===== src/rtl/fpu_pkg.sv =====
// Shared FPU definitions: exception flag layout, rounding-mode encodings
// and the rounding-mode legality check used by the FPU issue controllers.
package fpu_pkg;

    // Exception flags, MSB to LSB: {NV, DZ, OF, UF, NX}
    typedef logic [4:0] fflags_t;

    localparam int unsigned FF_NV = 4;
    localparam int unsigned FF_DZ = 3;
    localparam int unsigned FF_OF = 2;
    localparam int unsigned FF_UF = 1;
    localparam int unsigned FF_NX = 0;

    typedef enum logic [2:0] {
        RNE = 3'b000,
        RTZ = 3'b001,
        RDN = 3'b010,
        RUP = 3'b011,
        RMM = 3'b100,
        DYN = 3'b111
    } rm_e;

    // True for a rounding mode the datapath can execute. DYN is not
    // legal here because it must already have been replaced by frm.
    function automatic logic rm_is_legal(input logic [2:0] rm);
        return (rm == RNE) || (rm == RTZ) || (rm == RDN) ||
               (rm == RUP) || (rm == RMM);
    endfunction

endpackage


===== src/rtl/f_pipe_tracker.sv =====
// Occupancy/payload tracker for a hold-type FP datapath pipeline.
// Each stage carries a valid bit and an opaque payload. All stages shift
// together unless held; flush clears every valid bit on the next edge.
// Bubbles shift like ops, so ordering is strictly in-order.
module f_pipe_tracker #(
    parameter int STAGES = 3,
    parameter int DATA_W = 6
) (
    input  logic              clk,
    input  logic              reset,
    input  logic              hold,
    input  logic              flush,
    input  logic              in_valid,
    input  logic [DATA_W-1:0] in_data,
    output logic              out_valid,
    output logic [DATA_W-1:0] out_data,
    output logic              any_valid
);

    logic [STAGES-1:0] valid_q, valid_d;
    logic [DATA_W-1:0] data_q [STAGES];
    logic [DATA_W-1:0] data_d [STAGES];

    // Next-state: flush wins over hold; otherwise shift one stage or hold.
    always_comb begin
        valid_d = valid_q;
        data_d  = data_q;
        if (flush) begin
            valid_d = '0;
        end else if (!hold) begin
            valid_d[0] = in_valid;
            data_d[0]  = in_data;
            for (int i = 1; i < STAGES; i++) begin
                valid_d[i] = valid_q[i-1];
                data_d[i]  = data_q[i-1];
            end
        end
    end

    // Stage registers; payload is reset too so the output tag is deterministic.
    always_ff @(posedge clk) begin
        if (reset) begin
            valid_q <= '0;
            for (int i = 0; i < STAGES; i++) begin
                data_q[i] <= '0;
            end
        end else begin
            valid_q <= valid_d;
            for (int i = 0; i < STAGES; i++) begin
                data_q[i] <= data_d[i];
            end
        end
    end

    assign out_valid = valid_q[STAGES-1];
    assign out_data  = data_q[STAGES-1];
    assign any_valid = |valid_q;

endmodule


===== src/rtl/f_mult_ctrl.sv =====
// Issue/sequencing controller for the FP multiplier datapath.
// Accepts ops over valid/ready, resolves the rounding mode at issue,
// tracks per-stage occupancy and destination tags, presents results
// with backpressure and accumulates sticky exception flags.
module f_mult_ctrl
    import fpu_pkg::*;
#(
    parameter int STAGES = 3,
    parameter int TAG_W  = 5
) (
    input  logic              clk,
    input  logic              reset,
    input  logic              in_valid,
    output logic              in_ready,
    input  logic [2:0]        in_rm,
    input  logic [TAG_W-1:0]  in_rd,
    input  logic [2:0]        frm,
    input  logic              flush,
    output logic [STAGES-1:0] stage_en,
    output logic [2:0]        mul_rm,
    input  logic [4:0]        mul_flags,
    output logic              out_valid,
    input  logic              out_ready,
    output logic [TAG_W-1:0]  out_rd,
    output logic              out_illegal,
    input  logic              fflags_clr,
    output logic [4:0]        fflags_acc,
    output logic              busy
);

    localparam int ENTRY_W = TAG_W + 1;

    logic               stall;
    logic               accept;
    logic               out_hs;
    logic               issue_illegal;
    logic [ENTRY_W-1:0] entry_in;
    logic [ENTRY_W-1:0] entry_out;
    fflags_t            fflags_q, fflags_d;

    // Handshake and rounding-mode resolution at issue.
    always_comb begin
        stall         = out_valid & ~out_ready;
        in_ready      = ~stall & ~flush;
        accept        = in_valid & in_ready;
        out_hs        = out_valid & out_ready;
        mul_rm        = (in_rm == DYN) ? frm : in_rm;
        issue_illegal = ~rm_is_legal(mul_rm);
        entry_in      = {issue_illegal, in_rd};
    end

    // Datapath registers move exactly when the tracker does.
    assign stage_en = {STAGES{~stall}};

    f_pipe_tracker #(
        .STAGES (STAGES),
        .DATA_W (ENTRY_W)
    ) u_tracker (
        .clk       (clk),
        .reset     (reset),
        .hold      (stall),
        .flush     (flush),
        .in_valid  (accept),
        .in_data   (entry_in),
        .out_valid (out_valid),
        .out_data  (entry_out),
        .any_valid (busy)
    );

    assign out_rd      = entry_out[TAG_W-1:0];
    assign out_illegal = entry_out[TAG_W];

    // Sticky flags: clear applies before OR-ing in this cycle's result flags.
    always_comb begin
        fflags_d = fflags_q;
        if (fflags_clr) begin
            fflags_d = '0;
        end
        if (out_hs && !out_illegal) begin
            fflags_d = fflags_d | mul_flags;
        end
    end

    // Flag accumulator register.
    always_ff @(posedge clk) begin
        if (reset) begin
            fflags_q <= '0;
        end else begin
            fflags_q <= fflags_d;
        end
    end

    assign fflags_acc = fflags_q;

endmodule


===== config.mk =====
export PLATFORM = sky130hd
export DESIGN_NAME = f_mult_ctrl
export DESIGN_NICKNAME = d
export VERILOG_FILES = /design/src/rtl/fpu_pkg.sv /design/src/rtl/f_pipe_tracker.sv /design/src/rtl/f_mult_ctrl.sv
export SDC_FILE = /design/constraint.sdc
export NUM_CORES = 1
export LEC_CHECK = 0
export ABC_AREA = 1
export ABC_CLOCK_PERIOD_IN_PS = 2029
export CAP_MARGIN = 20
export CORE_MARGIN = 4
export CORE_UTILIZATION = 45
export DETAILED_ROUTE_END_ITERATION = 10
export HOLD_SLACK_MARGIN = 0.03
export PLACE_DENSITY_LB_ADDON = 0.3
export SLEW_MARGIN = 20
export SYNTH_ARGS = -nofsm -noshare
export SYNTH_HDL_FRONTEND = slang
export SYNTH_SLANG_ARGS = --single-unit
export TNS_END_PERCENT = 10

===== constraint.sdc =====
create_clock -name clk -period 2.03 [get_ports clk]
set_input_delay 0.406 -clock clk [delete_from_list [all_inputs] [get_ports clk]]
set_output_delay 0.406 -clock clk [all_outputs]
set_load 0.05 [all_outputs]

==> impl_results.html, run 1 <==
<table>
<tr><th>Metric</th><th>Value</th></tr>
<tr><th colspan="2">Clock tree</th></tr>
<tr><td>Number of gates resized after CTS</td><td>0</td></tr>
<tr><td>Buffer type at the clock tree root</td><td>sky130_fd_sc_hd__clkbuf_4</td></tr>
<tr><td>CTS hold repair buffers</td><td>0</td></tr>
<tr><td>Post-CTS setup buffer count</td><td>0</td></tr>
<tr><td>Later-pin clock latency in the skew report</td><td>0.32 ns</td></tr>
<tr><td>TritonCTS clock tree</td><td>yes</td></tr>
<tr><td>TritonCTS sink count</td><td>26</td></tr>
<tr><td>Maximum level of the CTS H-tree</td><td>1</td></tr>
<tr><td>Number of buffers inserted during clock tree synthesis</td><td>3</td></tr>
<tr><td>CTS clk-pin slew, worst paths</td><td>0.14 ns</td></tr>
<tr><td>Number of buffers on the longest clock path</td><td>2</td></tr>
<tr><th colspan="2">Power and ir drop</th></tr>
<tr><td>Internal power component</td><td>828 uW</td></tr>
<tr><td>Net switching fraction of the power</td><td>25.1%</td></tr>
<tr><td>Power density normalized to cell area</td><td>716 nW/um2</td></tr>
<tr><td>Sequential share of power</td><td>49.5%</td></tr>
<tr><td>Clock share of power</td><td>32.0%</td></tr>
<tr><td>P_sw</td><td>278 uW</td></tr>
<tr><td>Worst IR drop on VDD</td><td>0.502 mV</td></tr>
<tr><td>Logic pwr share</td><td>18.5%</td></tr>
<tr><td>Static Leak</td><td>0.636 nW</td></tr>
<tr><th colspan="2">STA</th></tr>
<tr><td>Final setup viols</td><td>0</td></tr>
<tr><td>Crit share post-route</td><td>96.4%</td></tr>
<tr><td>Setup Skew</td><td>0.00573 ns</td></tr>
<tr><td>Transition time at the pin with the least slew margin</td><td>0.510 ns</td></tr>
<tr><td>RSZ-0062 raised after global routing</td><td>false</td></tr>
<tr><td>Final min period</td><td>1.96 ns</td></tr>
<tr><td>Maximum clock frequency</td><td>511 MHz</td></tr>
<tr><td>Setup TNS after final layout</td><td>0 ns</td></tr>
<tr><td>Number of hold violations in the final report</td><td>0</td></tr>
<tr><td>Fin. max-slew vios</td><td>0</td></tr>
<tr><td>Max-slew headroom</td><td>65.9%</td></tr>
<tr><th colspan="2">GRT</th></tr>
<tr><td>GRT Util Overall</td><td>17.1%</td></tr>
<tr><td>Number of antenna violations at the first check in global routing</td><td>0</td></tr>
<tr><td>Wire length of the first global-routing pass</td><td>4.28 mm</td></tr>
<tr><td>Vias in the first global route</td><td>995</td></tr>
<tr><td>Pin count of the biggest net entering global routing</td><td>19</td></tr>
<tr><td>Total global routing overflow</td><td>0</td></tr>
<tr><th colspan="2">Setup path</th></tr>
<tr><td>Cell family with the largest share of critical-path delay</td><td>buffers and inverters</td></tr>
<tr><td>Launch point of the worst path</td><td>u_tracker.valid_q[2]</td></tr>
<tr><td>Worst Setup Start Kind</td><td>flip-flop</td></tr>
<tr><td>Worst-case register-to-register setup slack</td><td>0.82 ns</td></tr>
<tr><td>Number of logic stages on the critical path including buffering</td><td>1</td></tr>
<tr><td>Highest-delay cell along the critical path</td><td>sky130_fd_sc_hd__clkdlybuf4s50_1</td></tr>
<tr><td>Worst path required time</td><td>1.62 ns</td></tr>
<tr><td>Element type at the critical path end</td><td>output pin</td></tr>
<tr><td>Cells traversed along the worst timing path</td><td>clkdlybuf4s50_1</td></tr>
<tr><td>FF-to-FF Start</td><td>u_tracker.valid_q[2]</td></tr>
<tr><td>Number of buffers and inverters on the critical path</td><td>1</td></tr>
<tr><td>Highest net fanout along the worst path</td><td>3</td></tr>
<tr><td>Critical path arrival</td><td>1.55 ns</td></tr>
<tr><td>Delay of the slowest critical-path stage</td><td>0.83 ns</td></tr>
<tr><td>Worst setup path endpoint</td><td>out_valid</td></tr>
<tr><td>Worst-case reg-to-reg path depth</td><td>6</td></tr>
<tr><td>Worst Path Class, Setup</td><td>flip-flop to output pin</td></tr>
<tr><td>RR Endpoint</td><td>u_tracker.data_q[11]</td></tr>
<tr><th colspan="2">Placement</th></tr>
<tr><td>Post-placement cell area</td><td>1490 um2</td></tr>
<tr><td>Placed wire-length estimate after detailed placement</td><td>1.99 mm</td></tr>
<tr><td>Last weighted congestion value of the routability-driven placer</td><td>0.702</td></tr>
<tr><td>Count of input and output buffers</td><td>41</td></tr>
<tr><th colspan="2">Yosys</th></tr>
<tr><td>Area share of the leading cell type in the synthesized netlist</td><td>49.1%</td></tr>
<tr><td>Cell count after synthesis</td><td>136</td></tr>
<tr><td>Cell types with the largest area share after synthesis</td><td>sky130_fd_sc_hd__dfxtp_1, sky130_fd_sc_hd__nor2_1, sky130_fd_sc_hd__nand2_1</td></tr>
<tr><td>Synth cell types</td><td>20</td></tr>
<tr><td>Library cell with the largest summed area after synthesis</td><td>sky130_fd_sc_hd__dfxtp_1</td></tr>
<tr><td>Number of nets in the synthesized netlist</td><td>158</td></tr>
<tr><td>Count of warnings emitted by yosys</td><td>0</td></tr>
<tr><td>Average instance area after synthesis</td><td>7.79 um2</td></tr>
<tr><td>Number of synthesized register bits</td><td>26</td></tr>
<tr><td>Register area share after synthesis</td><td>49.1%</td></tr>
<tr><td>Mapped Area</td><td>1060 um2</td></tr>
<tr><th colspan="2">Floorplanning</th></tr>
<tr><td>Ports</td><td>42</td></tr>
<tr><td>Area enclosed by the die boundary</td><td>3200 um2</td></tr>
<tr><td>Row count</td><td>17</td></tr>
<tr><td>Width of the die</td><td>56.5 um</td></tr>
<tr><td>Initial core utilization</td><td>47.5%</td></tr>
<tr><td>Standard cell core area</td><td>2230 um2</td></tr>
<tr><td>Die boundary height</td><td>56.5 um</td></tr>
<tr><th colspan="2">Run</th></tr>
<tr><td>Max cap viols</td><td>0</td></tr>
<tr><th colspan="2">Layout</th></tr>
<tr><td>Net count of the finished layout</td><td>195</td></tr>
<tr><td>Final design utilization</td><td>69.2%</td></tr>
<tr><td>Area added between synthesis and finish</td><td>45.8%</td></tr>
<tr><td>Post-route cell area</td><td>1550 um2</td></tr>
<tr><td>Diode insertion count for antenna repair</td><td>0</td></tr>
<tr><td>Layout cell share with drive strength beyond 1</td><td>12.8%</td></tr>
<tr><th colspan="2">Routing</th></tr>
<tr><td>Post-detailed-route DRC marker count</td><td>0</td></tr>
<tr><td>Number of antenna-violating nets in the routed design</td><td>0</td></tr>
<tr><td>Overall via count from detail_route</td><td>978</td></tr>
<tr><td>Initial drt markers</td><td>9</td></tr>
<tr><td>Final routed wirelength across all metal layers</td><td>2.57 mm</td></tr>
<tr><td>Routed vias/inst</td><td>4.89</td></tr>
<tr><td>Number of detailed-routing iterations run before antenna repair</td><td>5</td></tr>
<tr><td>Routed wirelength normalized by instance count</td><td>12.8 um</td></tr>
<tr><th colspan="2">Hold path</th></tr>
<tr><td>Hold Crit Class</td><td>flip-flop to flip-flop</td></tr>
<tr><th colspan="2">Status</th></tr>
<tr><td>Run status</td><td>completed</td></tr>
</table>
[area by class of cell]
class | count | area [um2]
Fill cell | 205 | 688
Sequential cell | 26 | 520
Timing Repair Buffer | 43 | 493
Multi-Input combinational cell | 88 | 398
Inverter | 11 | 46.3
Tap cell | 28 | 35.0
Clock inverter | 1 | 30.0
Clock buffer | 3 | 22.5
[layer usage]
layer / part of all wire [%] / up-vias / track usage [%]
met4: 0.66 / 0 / 5.08
met2: 56 / 29 / 33.8
met3: 5.1 / 2 / 3.91
met5: 0 / - / 0
li1: - / 491 / -
met1: 38 / 456 / 17.2
[synth_stat cells]
master / instances
sky130_fd_sc_hd__a211oi_1: 1
sky130_fd_sc_hd__inv_1: 8
sky130_fd_sc_hd__inv_6: 1
sky130_fd_sc_hd__nand3_1: 3
sky130_fd_sc_hd__buf_6: 2
sky130_fd_sc_hd__or2_2: 1
sky130_fd_sc_hd__buf_4: 7
sky130_fd_sc_hd__buf_8: 1
sky130_fd_sc_hd__a21oi_2: 1
sky130_fd_sc_hd__dfxtp_1: 26
sky130_fd_sc_hd__buf_2: 1
sky130_fd_sc_hd__nand2_1: 17
sky130_fd_sc_hd__o21ai_0: 8
sky130_fd_sc_hd__nor2_1: 36
sky130_fd_sc_hd__inv_2: 2
sky130_fd_sc_hd__o21a_1: 1
sky130_fd_sc_hd__o21ai_1: 10
sky130_fd_sc_hd__nor2_4: 2
sky130_fd_sc_hd__a21oi_1: 7
sky130_fd_sc_hd__nand2_2: 1
[state kept, by name, summed over array words and instances, names as in the netlist]
register / count
u_tracker.data_q: 12
u_tracker.out_data: 6
fflags_acc: 5
u_tracker.valid_q: 3
[worst min-delay path by stage]
stage	from	endpoint	slack, ns	cells after the start
2_1_floorplan	u_tracker.data_q[16]	u_tracker.data_q[10]	0.45	2
3_3_place_gp	fflags_acc[2]	fflags_acc[2]	0.45	2
3_5_place_dp	fflags_acc[0]	fflags_acc[0]	0.45	2
4_1_cts	fflags_acc[3]	fflags_acc[3]	0.48	2
5_1_grt	fflags_acc[0]	fflags_acc[0]	0.51	2
6_report	fflags_acc[3]	fflags_acc[3]	0.49	2
[layout by cell type (no fill, tap or decap)]
cell type / Yosys / routed
sky130_fd_sc_hd__nor2_1: 36 / 36
sky130_fd_sc_hd__bufinv_16: 0 / 1
sky130_fd_sc_hd__clkbuf_4: 0 / 3
sky130_fd_sc_hd__o21ai_1: 10 / 10
sky130_fd_sc_hd__dfxtp_1: 26 / 26
sky130_fd_sc_hd__o21ai_0: 8 / 8
sky130_fd_sc_hd__inv_6: 1 / 1
sky130_fd_sc_hd__o21a_1: 1 / 1
sky130_fd_sc_hd__a211oi_1: 1 / 1
sky130_fd_sc_hd__nand2_2: 1 / 1
sky130_fd_sc_hd__nand2_1: 17 / 17
sky130_fd_sc_hd__or2_2: 1 / 1
sky130_fd_sc_hd__a21oi_2: 1 / 1
sky130_fd_sc_hd__inv_2: 2 / 2
sky130_fd_sc_hd__nor2_4: 2 / 2
sky130_fd_sc_hd__inv_1: 8 / 8
sky130_fd_sc_hd__buf_4: 7 / 3
sky130_fd_sc_hd__buf_12: 0 / 7
sky130_fd_sc_hd__clkdlybuf4s50_1: 0 / 33
sky130_fd_sc_hd__nand3_1: 3 / 3
sky130_fd_sc_hd__a21oi_1: 7 / 7
[stage by stage]
stage	instances	power (mW)	hold WS, ns	setup slack, ns
after floorplan	136	0.678	0.448	0.198
after global placement	196	0.757	0.453	0.217
after detailed placement	196	0.764	0.455	0.160
after CTS	200	1.11	0.483	0.0649
after global routing	200	1.16	0.505	0.0173
final	200	1.11	0.486	0.0725
[power groups by stage]
stage | Sequential (mW) | Combinational, mW | Clock, mW
finish | 0.548 | 0.205 | 0.354
global route | 0.552 | 0.221 | 0.390
CTS | 0.548 | 0.206 | 0.359
detailed placement | 0.559 | 0.205 | 0
global placement | 0.558 | 0.199 | 0
floorplan | 0.561 | 0.116 | 0
[cell families after synthesis]
group / share of synthesized area [%]
simple gates: 23.5
flops: 49.1
compound gates: 14.1
buf+inv: 13.3
No activity file was read; power rests on OpenSTA's default activity.
==> run 2, diff against run 1 <==
--- a/config.mk
+++ b/config.mk
@@ -6,14 +6,13 @@
 export NUM_CORES = 1
 export LEC_CHECK = 0
 export ABC_AREA = 1
-export ABC_CLOCK_PERIOD_IN_PS = 2029
+export ABC_CLOCK_PERIOD_IN_PS = 2150
 export CAP_MARGIN = 20
 export CORE_MARGIN = 4
-export CORE_UTILIZATION = 45
+export CORE_UTILIZATION = 42
 export DETAILED_ROUTE_END_ITERATION = 10
 export HOLD_SLACK_MARGIN = 0.03
 export PLACE_DENSITY_LB_ADDON = 0.3
-export SLEW_MARGIN = 20
 export SYNTH_ARGS = -nofsm -noshare
 export SYNTH_HDL_FRONTEND = slang
 export SYNTH_SLANG_ARGS = --single-unit
==> constraint.sdc (replaced) <==
create_clock -name clk -period 2.15 [get_ports clk]
set_input_delay 0.43 -clock clk [delete_from_list [all_inputs] [get_ports clk]]
set_output_delay 0.43 -clock clk [all_outputs]
set_load 0.05 [all_outputs]
==> impl_results.html, run 2 (synthesized netlist as in run 1, its figures left out) <==
<table>
<tr><th>Metric</th><th>Value</th></tr>
<tr><th colspan="2">Power and ir drop</th></tr>
<tr><td>Total power of the final layout</td><td>945 uW (-15%)</td></tr>
<tr><td>Internal power component</td><td>697 uW (-16%)</td></tr>
<tr><td>Power density normalized to cell area</td><td>616 nW/um2 (-14%)</td></tr>
<tr><td>Static Leak</td><td>0.645 nW (+1.3%)</td></tr>
<tr><td>Clock share of power</td><td>25.0% (-7.0 points)</td></tr>
<tr><td>Net switching fraction of the power</td><td>26.3% (+1.1 points)</td></tr>
<tr><td>Logic pwr share</td><td>20.3% (+1.8 points)</td></tr>
<tr><td>Sequential share of power</td><td>54.7% (+5.2 points)</td></tr>
<tr><td>Worst IR drop on VDD</td><td>0.420 mV (-16%)</td></tr>
<tr><td>P_sw</td><td>248 uW (-11%)</td></tr>
<tr><th colspan="2">STA</th></tr>
<tr><td>Transition time at the pin with the least slew margin</td><td>0.510 ns (-0.0000743 ns)</td></tr>
<tr><td>Final min period</td><td>1.94 ns</td></tr>
<tr><td>Number of hold violations in the final report</td><td>0 (unchanged)</td></tr>
<tr><td>Final setup margin</td><td>0.205 ns (+0.133 ns)</td></tr>
<tr><td>Worst hold margin</td><td>0.478 ns (-0.00755 ns)</td></tr>
<tr><td>Final setup viols</td><td>0 (unchanged)</td></tr>
<tr><td>Setup TNS after final layout</td><td>0 ns (unchanged)</td></tr>
<tr><td>Maximum clock frequency</td><td>514 MHz</td></tr>
<tr><td>Fin. max-slew vios</td><td>0 (unchanged)</td></tr>
<tr><td>Max-slew headroom</td><td>65.9% (about the same)</td></tr>
<tr><td>Setup Skew</td><td>0.00567 ns (-0.0000576 ns)</td></tr>
<tr><td>RSZ-0062 raised after global routing</td><td>false</td></tr>
<tr><td>Crit share post-route</td><td>90.5%</td></tr>
<tr><th colspan="2">Floorplanning</th></tr>
<tr><td>Initial core utilization</td><td>46.1% (-1.3 points)</td></tr>
<tr><td>Ports</td><td>42 (unchanged)</td></tr>
<tr><td>Standard cell core area</td><td>2300 um2 (+2.9%)</td></tr>
<tr><td>Row count</td><td>17 (unchanged)</td></tr>
<tr><td>Area enclosed by the die boundary</td><td>3390 um2 (+6.1%)</td></tr>
<tr><td>Die boundary height</td><td>58.2 um (+3.0%)</td></tr>
<tr><td>Width of the die</td><td>58.2 um (+3.0%)</td></tr>
<tr><th colspan="2">Setup path</th></tr>
<tr><td>Worst Path Class, Setup</td><td>flip-flop to output pin</td></tr>
<tr><td>Cell family with the largest share of critical-path delay</td><td>buffers and inverters</td></tr>
<tr><td>Highest-delay cell along the critical path</td><td>sky130_fd_sc_hd__clkdlybuf4s50_1</td></tr>
<tr><td>Element type at the critical path end</td><td>output pin</td></tr>
<tr><td>Cells traversed along the worst timing path</td><td>clkdlybuf4s50_1</td></tr>
<tr><td>Delay of the slowest critical-path stage</td><td>0.82 ns (about the same)</td></tr>
<tr><td>Worst Setup Start Kind</td><td>flip-flop</td></tr>
<tr><td>Highest net fanout along the worst path</td><td>3 (unchanged)</td></tr>
<tr><td>Critical path arrival</td><td>1.51 ns (-0.04 ns)</td></tr>
<tr><td>Number of buffers and inverters on the critical path</td><td>1 (unchanged)</td></tr>
<tr><td>Worst path required time</td><td>1.72 ns (+0.10 ns)</td></tr>
<tr><th colspan="2">GRT</th></tr>
<tr><td>Number of antenna violations at the first check in global routing</td><td>0 (unchanged)</td></tr>
<tr><td>GRT Util Overall</td><td>13.9% (-3.2 points)</td></tr>
<tr><td>Wire length of the first global-routing pass</td><td>3.66 mm (-15%)</td></tr>
<tr><td>Total global routing overflow</td><td>0 (unchanged)</td></tr>
<tr><td>GR Util met2</td><td>24.0% (-9.8 points)</td></tr>
<tr><td>Met1 layer usage reported by global route</td><td>16.1% (-1.1 points)</td></tr>
<tr><td>Vias in the first global route</td><td>866 (-13%)</td></tr>
<tr><td>Pin count of the biggest net entering global routing</td><td>19 (unchanged)</td></tr>
<tr><td>Grt peak-use layer</td><td>met2</td></tr>
<tr><td>Met3 capacity usage during global routing</td><td>3.56% (-0.34 points)</td></tr>
<tr><th colspan="2">Hold path</th></tr>
<tr><td>Hold Crit Class</td><td>flip-flop to flip-flop</td></tr>
<tr><th colspan="2">Routing</th></tr>
<tr><td>Final routed wirelength across all metal layers</td><td>2.28 mm (-11%)</td></tr>
<tr><td>Number of antenna-violating nets in the routed design</td><td>0 (unchanged)</td></tr>
<tr><td>Routed vias/inst</td><td>4.84 (-1.1%)</td></tr>
<tr><td>Routed wirelength normalized by instance count</td><td>11.4 um (-11%)</td></tr>
<tr><td>Initial drt markers</td><td>9 (unchanged)</td></tr>
<tr><td>Number of detailed-routing iterations run before antenna repair</td><td>4 (-1)</td></tr>
<tr><td>Overall via count from detail_route</td><td>967 (-1.1%)</td></tr>
<tr><td>Post-detailed-route DRC marker count</td><td>0 (unchanged)</td></tr>
<tr><th colspan="2">Clock tree</th></tr>
<tr><td>TritonCTS clock tree</td><td>yes</td></tr>
<tr><td>CTS clk-pin slew, worst paths</td><td>0.13 ns (about the same)</td></tr>
<tr><td>TritonCTS sink count</td><td>26 (unchanged)</td></tr>
<tr><td>Later-pin clock latency in the skew report</td><td>0.31 ns (about the same)</td></tr>
<tr><td>Maximum level of the CTS H-tree</td><td>1 (unchanged)</td></tr>
<tr><td>Buffer type at the clock tree root</td><td>sky130_fd_sc_hd__clkbuf_4</td></tr>
<tr><td>Number of buffers on the longest clock path</td><td>2 (unchanged)</td></tr>
<tr><td>Number of buffers inserted during clock tree synthesis</td><td>3 (unchanged)</td></tr>
<tr><th colspan="2">Layout</th></tr>
<tr><td>Area of combinational cells with multiple inputs</td><td>398 um2 (unchanged)</td></tr>
<tr><td>Commonest non-fill, non-tap cell in the layout</td><td>sky130_fd_sc_hd__nor2_1</td></tr>
<tr><td>Register with the most flip-flops</td><td>u_tracker.data_q</td></tr>
<tr><td>Final design utilization</td><td>66.8% (-2.4 points)</td></tr>
<tr><td>Most frequent cells in the layout</td><td>sky130_fd_sc_hd__nor2_1, sky130_fd_sc_hd__clkdlybuf4s50_1, sky130_fd_sc_hd__dfxtp_1, sky130_fd_sc_hd__nand2_1, sky130_fd_sc_hd__o21ai_1</td></tr>
<tr><td>Diode insertion count for antenna repair</td><td>0 (unchanged)</td></tr>
<tr><td>Net count of the finished layout</td><td>195 (unchanged)</td></tr>
<tr><td>Layout cell share with drive strength beyond 1</td><td>12.2% (-0.58 points)</td></tr>
<tr><td>Combined flip-flop and latch cell area</td><td>520 um2 (unchanged)</td></tr>
<tr><td>Filler Cell Count</td><td>189 (-7.8%)</td></tr>
<tr><td>Flip-flop count of the largest register, all copies and words added</td><td>12 (unchanged)</td></tr>
<tr><td>Area added between synthesis and finish</td><td>44.7%</td></tr>
<tr><th colspan="2">Placement</th></tr>
<tr><td>Last weighted congestion value of the routability-driven placer</td><td>0.757 (+7.7%)</td></tr>
<tr><td>Worst setup timing slack at the placement stage</td><td>0.265 ns (+0.105 ns)</td></tr>
<tr><td>Count of input and output buffers</td><td>41 (unchanged)</td></tr>
<tr><td>Placed wire-length estimate after detailed placement</td><td>1.80 mm (-9.8%)</td></tr>
<tr><th colspan="2">Status</th></tr>
<tr><td>Run status</td><td>completed</td></tr>
<tr><th colspan="2">Run</th></tr>
<tr><td>Max cap viols</td><td>0 (unchanged)</td></tr>
</table>
## run 2: cell types whose count changed in the layout (fill, tap and decap cells not counted), sizes merged
cell          previous run  this run
buf                     10         9
dlymetal6s2s             0         1
bufinv                   1         0
clkbuf                   3         4
## run 2: cell type report
type	instances	share of cell area [%]
well taps	28	2.28
flip-flops and latches	26	33.9
repair buffers	43	32.5
inverters	11	3.02
multi-input cells	88	25.9
clock buffers	4	2.37
## run 2: path summary, 6_finish.rpt
path / slack [ns] / from / cells after the start / end
min: 0.48 / fflags_acc[1] / 2 / fflags_acc[1]
min reg2reg: 0.48 / fflags_acc[1] / 2 / fflags_acc[1]
max reg2reg: 0.92 / u_tracker.valid_q[2] / 7 / u_tracker.data_q[13]
max: 0.21 / u_tracker.valid_q[2] / 1 / out_valid
## run 2: power by group through the flow
| stage | registers (mW) | logic, mW | clock network (mW) |
|---|---|---|---|
| 3_3_place_gp | 0.527 | 0.188 | 0 |
| 4_1_cts | 0.517 | 0.193 | 0.247 |
| 5_1_grt | 0.520 | 0.204 | 0.267 |
| 3_5_place_dp | 0.528 | 0.192 | 0 |
| 2_1_floorplan | 0.530 | 0.110 | 0 |
| 6_report | 0.517 | 0.192 | 0.237 |
## run 2: metal layers
metal,vias up,wire (um)
met2,30,1140
met5,-,0
li1,502,-
met4,0,27
met3,2,135
met1,433,976
## run 2: timing repair
item | CTS | global route
setup endpoints to repair | 0 | 1
hold buffers | 0 | 0
endpoints found under the hold margin | 0 | 0
resized for setup | 0 | 1
buffers inserted | 0 | 0
## run 2: per-stage QoR
stage                     instance area, um2  instances
after CTS                               1530        200
after floorplan                         1060        136
after detailed placement                1500        196
after global placement                  1500        196
final                                   1530        200
after global routing                    1530        200
==> run 3, diff against run 2 <==
--- a/config.mk
+++ b/config.mk
@@ -13,6 +13,7 @@
 export DETAILED_ROUTE_END_ITERATION = 10
 export HOLD_SLACK_MARGIN = 0.03
 export PLACE_DENSITY_LB_ADDON = 0.3
+export REMOVE_ABC_BUFFERS = 1
 export SYNTH_ARGS = -nofsm -noshare
 export SYNTH_HDL_FRONTEND = slang
 export SYNTH_SLANG_ARGS = --single-unit
==> impl_results.html, run 3 (synthesized netlist as in run 1, its figures left out) <==
<table>
<tr><th>Metric</th><th>Value</th></tr>
<tr><th colspan="2">Status</th></tr>
<tr><td>Run status</td><td>completed</td></tr>
<tr><th colspan="2">Placement</th></tr>
<tr><td>Placed instance count</td><td>196 (unchanged)</td></tr>
<tr><td>Placed wire-length estimate after detailed placement</td><td>1.70 mm (-5.4%)</td></tr>
<tr><td>Count of input and output buffers</td><td>41 (unchanged)</td></tr>
<tr><td>Last weighted congestion value of the routability-driven placer</td><td>0.766 (+1.2%)</td></tr>
<tr><th colspan="2">Routing</th></tr>
<tr><td>Overall via count from detail_route</td><td>938 (-3.0%)</td></tr>
<tr><td>Detail Route met2 WL</td><td>1.02 mm (-9.9%)</td></tr>
<tr><td>Top metal layer carrying routed signals</td><td>met4</td></tr>
<tr><td>Routed wirelength normalized by instance count</td><td>10.8 um (-4.8%)</td></tr>
<tr><td>Met1 layer wirelength in the final routing</td><td>907 um (-7.1%)</td></tr>
<tr><td>Number of antenna-violating nets in the routed design</td><td>0 (unchanged)</td></tr>
<tr><td>Routed vias/inst</td><td>4.71 (-2.5%)</td></tr>
<tr><td>Post-detailed-route DRC marker count</td><td>0 (unchanged)</td></tr>
<tr><td>WL met3</td><td>208 um (+54%)</td></tr>
<tr><td>Number of detailed-routing iterations run before antenna repair</td><td>6 (+2)</td></tr>
<tr><td>Final routed wirelength across all metal layers</td><td>2.15 mm (-5.3%)</td></tr>
<tr><td>Initial drt markers</td><td>16 (+7)</td></tr>
<tr><th colspan="2">Power and ir drop</th></tr>
<tr><td>Power density normalized to cell area</td><td>590 nW/um2 (-4.2%)</td></tr>
<tr><td>Worst IR drop on VDD</td><td>0.508 mV (+21%)</td></tr>
<tr><td>Static Leak</td><td>0.620 nW (-3.8%)</td></tr>
<tr><th colspan="2">Clock tree</th></tr>
<tr><td>TritonCTS clock tree</td><td>yes</td></tr>
<tr><td>Number of gates resized after CTS</td><td>0 (unchanged)</td></tr>
<tr><td>Maximum level of the CTS H-tree</td><td>1 (unchanged)</td></tr>
<tr><td>CTS clk-pin slew, worst paths</td><td>0.12 ns (about the same)</td></tr>
<tr><td>Buffer type at the clock tree root</td><td>sky130_fd_sc_hd__clkbuf_4</td></tr>
<tr><td>TritonCTS sink count</td><td>26 (unchanged)</td></tr>
<tr><td>Number of buffers inserted during clock tree synthesis</td><td>3 (unchanged)</td></tr>
<tr><td>Number of buffers on the longest clock path</td><td>2 (unchanged)</td></tr>
<tr><td>CTS hold repair buffers</td><td>0 (unchanged)</td></tr>
<tr><td>Later-pin clock latency in the skew report</td><td>0.30 ns (about the same)</td></tr>
<tr><td>Post-CTS setup buffer count</td><td>0 (unchanged)</td></tr>
<tr><th colspan="2">Setup path</th></tr>
<tr><td>Worst Path Class, Setup</td><td>flip-flop to output pin</td></tr>
<tr><td>Highest-delay cell along the critical path</td><td>sky130_fd_sc_hd__clkdlybuf4s50_1</td></tr>
<tr><td>Worst Setup Start Kind</td><td>flip-flop</td></tr>
<tr><td>Highest net fanout along the worst path</td><td>3 (unchanged)</td></tr>
<tr><td>Cell family with the largest share of critical-path delay</td><td>buffers and inverters</td></tr>
<tr><td>Number of buffers and inverters on the critical path</td><td>2 (+1)</td></tr>
<tr><td>Critical path arrival</td><td>1.63 ns (+0.12 ns)</td></tr>
<tr><td>Element type at the critical path end</td><td>output pin</td></tr>
<tr><td>Worst-case register-to-register setup slack</td><td>0.97 ns (+0.05 ns)</td></tr>
<tr><td>Delay of the slowest critical-path stage</td><td>0.80 ns (-0.02 ns)</td></tr>
<tr><td>Worst path required time</td><td>1.72 ns (about the same)</td></tr>
<tr><td>Cells traversed along the worst timing path</td><td>inv_2 &gt; nand3_1 &gt; clkdlybuf4s50_1</td></tr>
<tr><th colspan="2">Layout</th></tr>
<tr><td>Commonest non-fill, non-tap cell in the layout</td><td>sky130_fd_sc_hd__nor2_1</td></tr>
<tr><td>Diode insertion count for antenna repair</td><td>0 (unchanged)</td></tr>
<tr><td>Final design utilization</td><td>66.1% (-0.71 points)</td></tr>
<tr><td>Layout cell share with drive strength beyond 1</td><td>11.7% (-0.51 points)</td></tr>
<tr><td>Filler Cell Count</td><td>201 (+6.3%)</td></tr>
<tr><td>Net count of the finished layout</td><td>195 (unchanged)</td></tr>
<tr><td>Flip-flop count of the largest register, all copies and words added</td><td>12 (unchanged)</td></tr>
<tr><td>Cell Count, Final, Fillers Out</td><td>199 (-0.50%)</td></tr>
<tr><td>Register with the most flip-flops</td><td>u_tracker.data_q</td></tr>
<tr><td>Area added between synthesis and finish</td><td>43.2%</td></tr>
<tr><td>Most frequent cells in the layout</td><td>sky130_fd_sc_hd__nor2_1, sky130_fd_sc_hd__clkdlybuf4s50_1, sky130_fd_sc_hd__dfxtp_1, sky130_fd_sc_hd__nand2_1, sky130_fd_sc_hd__o21ai_1</td></tr>
<tr><th colspan="2">STA</th></tr>
<tr><td>Setup Skew</td><td>0.00153 ns (-0.00414 ns)</td></tr>
<tr><td>Final setup viols</td><td>0 (unchanged)</td></tr>
<tr><td>Fin. max-slew vios</td><td>0 (unchanged)</td></tr>
<tr><td>Max-slew headroom</td><td>66.9% (+0.94 points)</td></tr>
<tr><td>Setup TNS after final layout</td><td>0 ns (unchanged)</td></tr>
<tr><td>Maximum clock frequency</td><td>486 MHz (-5.5%)</td></tr>
<tr><td>RSZ-0062 raised after global routing</td><td>false</td></tr>
<tr><td>Final min period</td><td>2.06 ns (+0.114 ns)</td></tr>
<tr><td>Transition time at the pin with the least slew margin</td><td>0.496 ns (-0.0140 ns)</td></tr>
<tr><td>Crit share post-route</td><td>95.8% (+5.3 points)</td></tr>
<tr><td>Number of hold violations in the final report</td><td>0 (unchanged)</td></tr>
<tr><th colspan="2">Run</th></tr>
<tr><td>Max cap viols</td><td>0 (unchanged)</td></tr>
<tr><th colspan="2">GRT</th></tr>
<tr><td>Pin count of the biggest net entering global routing</td><td>19 (unchanged)</td></tr>
<tr><td>GRT Util Overall</td><td>13.1% (-0.76 points)</td></tr>
<tr><td>Number of antenna violations at the first check in global routing</td><td>0 (unchanged)</td></tr>
<tr><td>Vias in the first global route</td><td>856 (-1.2%)</td></tr>
<tr><td>Total global routing overflow</td><td>0 (unchanged)</td></tr>
<tr><td>Wire length of the first global-routing pass</td><td>3.53 mm (-3.4%)</td></tr>
<tr><th colspan="2">Floorplanning</th></tr>
<tr><td>Die boundary height</td><td>58.2 um (unchanged)</td></tr>
<tr><td>Row count</td><td>17 (unchanged)</td></tr>
<tr><td>Initial core utilization</td><td>46.1% (unchanged)</td></tr>
<tr><td>Width of the die</td><td>58.2 um (unchanged)</td></tr>
<tr><td>Standard cell core area</td><td>2300 um2 (unchanged)</td></tr>
<tr><td>Area enclosed by the die boundary</td><td>3390 um2 (unchanged)</td></tr>
<tr><td>Ports</td><td>42 (unchanged)</td></tr>
<tr><th colspan="2">Hold path</th></tr>
<tr><td>Hold Crit Class</td><td>flip-flop to flip-flop</td></tr>
</table>
run 3: metrics by stage:
stage          worst slack (ns)  cell area (um2)  hold slack (ns)  power [mW]
2_1_floorplan             0.161              965            0.450       0.622
3_3_place_gp              0.279             1500            0.454       0.715
3_5_place_dp              0.262             1500            0.460       0.719
4_1_cts                  0.0707             1520            0.478       0.910
5_1_grt                  0.0285             1520            0.506       0.944
6_report                 0.0911             1520            0.475       0.896
run 3: final timing paths:
path	startpoint	endpoint	cells after the start
setup / recovery	u_tracker.valid_q[2]	busy	3
hold / removal	fflags_acc[3]	fflags_acc[3]	2
setup reg to reg	u_tracker.valid_q[2]	u_tracker.data_q[13]	7
hold reg to reg	fflags_acc[3]	fflags_acc[3]	2
run 3: final cells by class:
| type | count | area (um2) | share of cell area [%] |
|---|---|---|---|
| Clock buffer | 3 | 22.5 | 1.48 |
| Inverter | 11 | 46.3 | 3.05 |
| Multi-Input combinational cell | 88 | 398 | 26.2 |
| Sequential cell | 26 | 520 | 34.3 |
| Tap cell | 28 | 35.0 | 2.31 |
| Timing Repair Buffer | 43 | 495 | 32.6 |
run 3: per-layer routing:
metal  GRT usage, %  up-vias
li1               -      492
met1           14.1      413
met2           24.2       31
met3           5.57        2
met4           1.99        0
met5              0        -
run 3: power by group:
part | switching [mW] | total (mW) | internal, mW
combinational | 0.103 | 0.191 | 0.0881
sequential | 0.0113 | 0.517 | 0.505
clock | 0.123 | 0.188 | 0.0654
total | 0.237 | 0.896 | 0.659
run 3: tightest hold or removal path, stage by stage, from the launching register on:
cell and delay, ns:
sky130_fd_sc_hd__dfxtp_1 0.33, sky130_fd_sc_hd__nand2_1 0.06, sky130_fd_sc_hd__a21oi_1 0.05
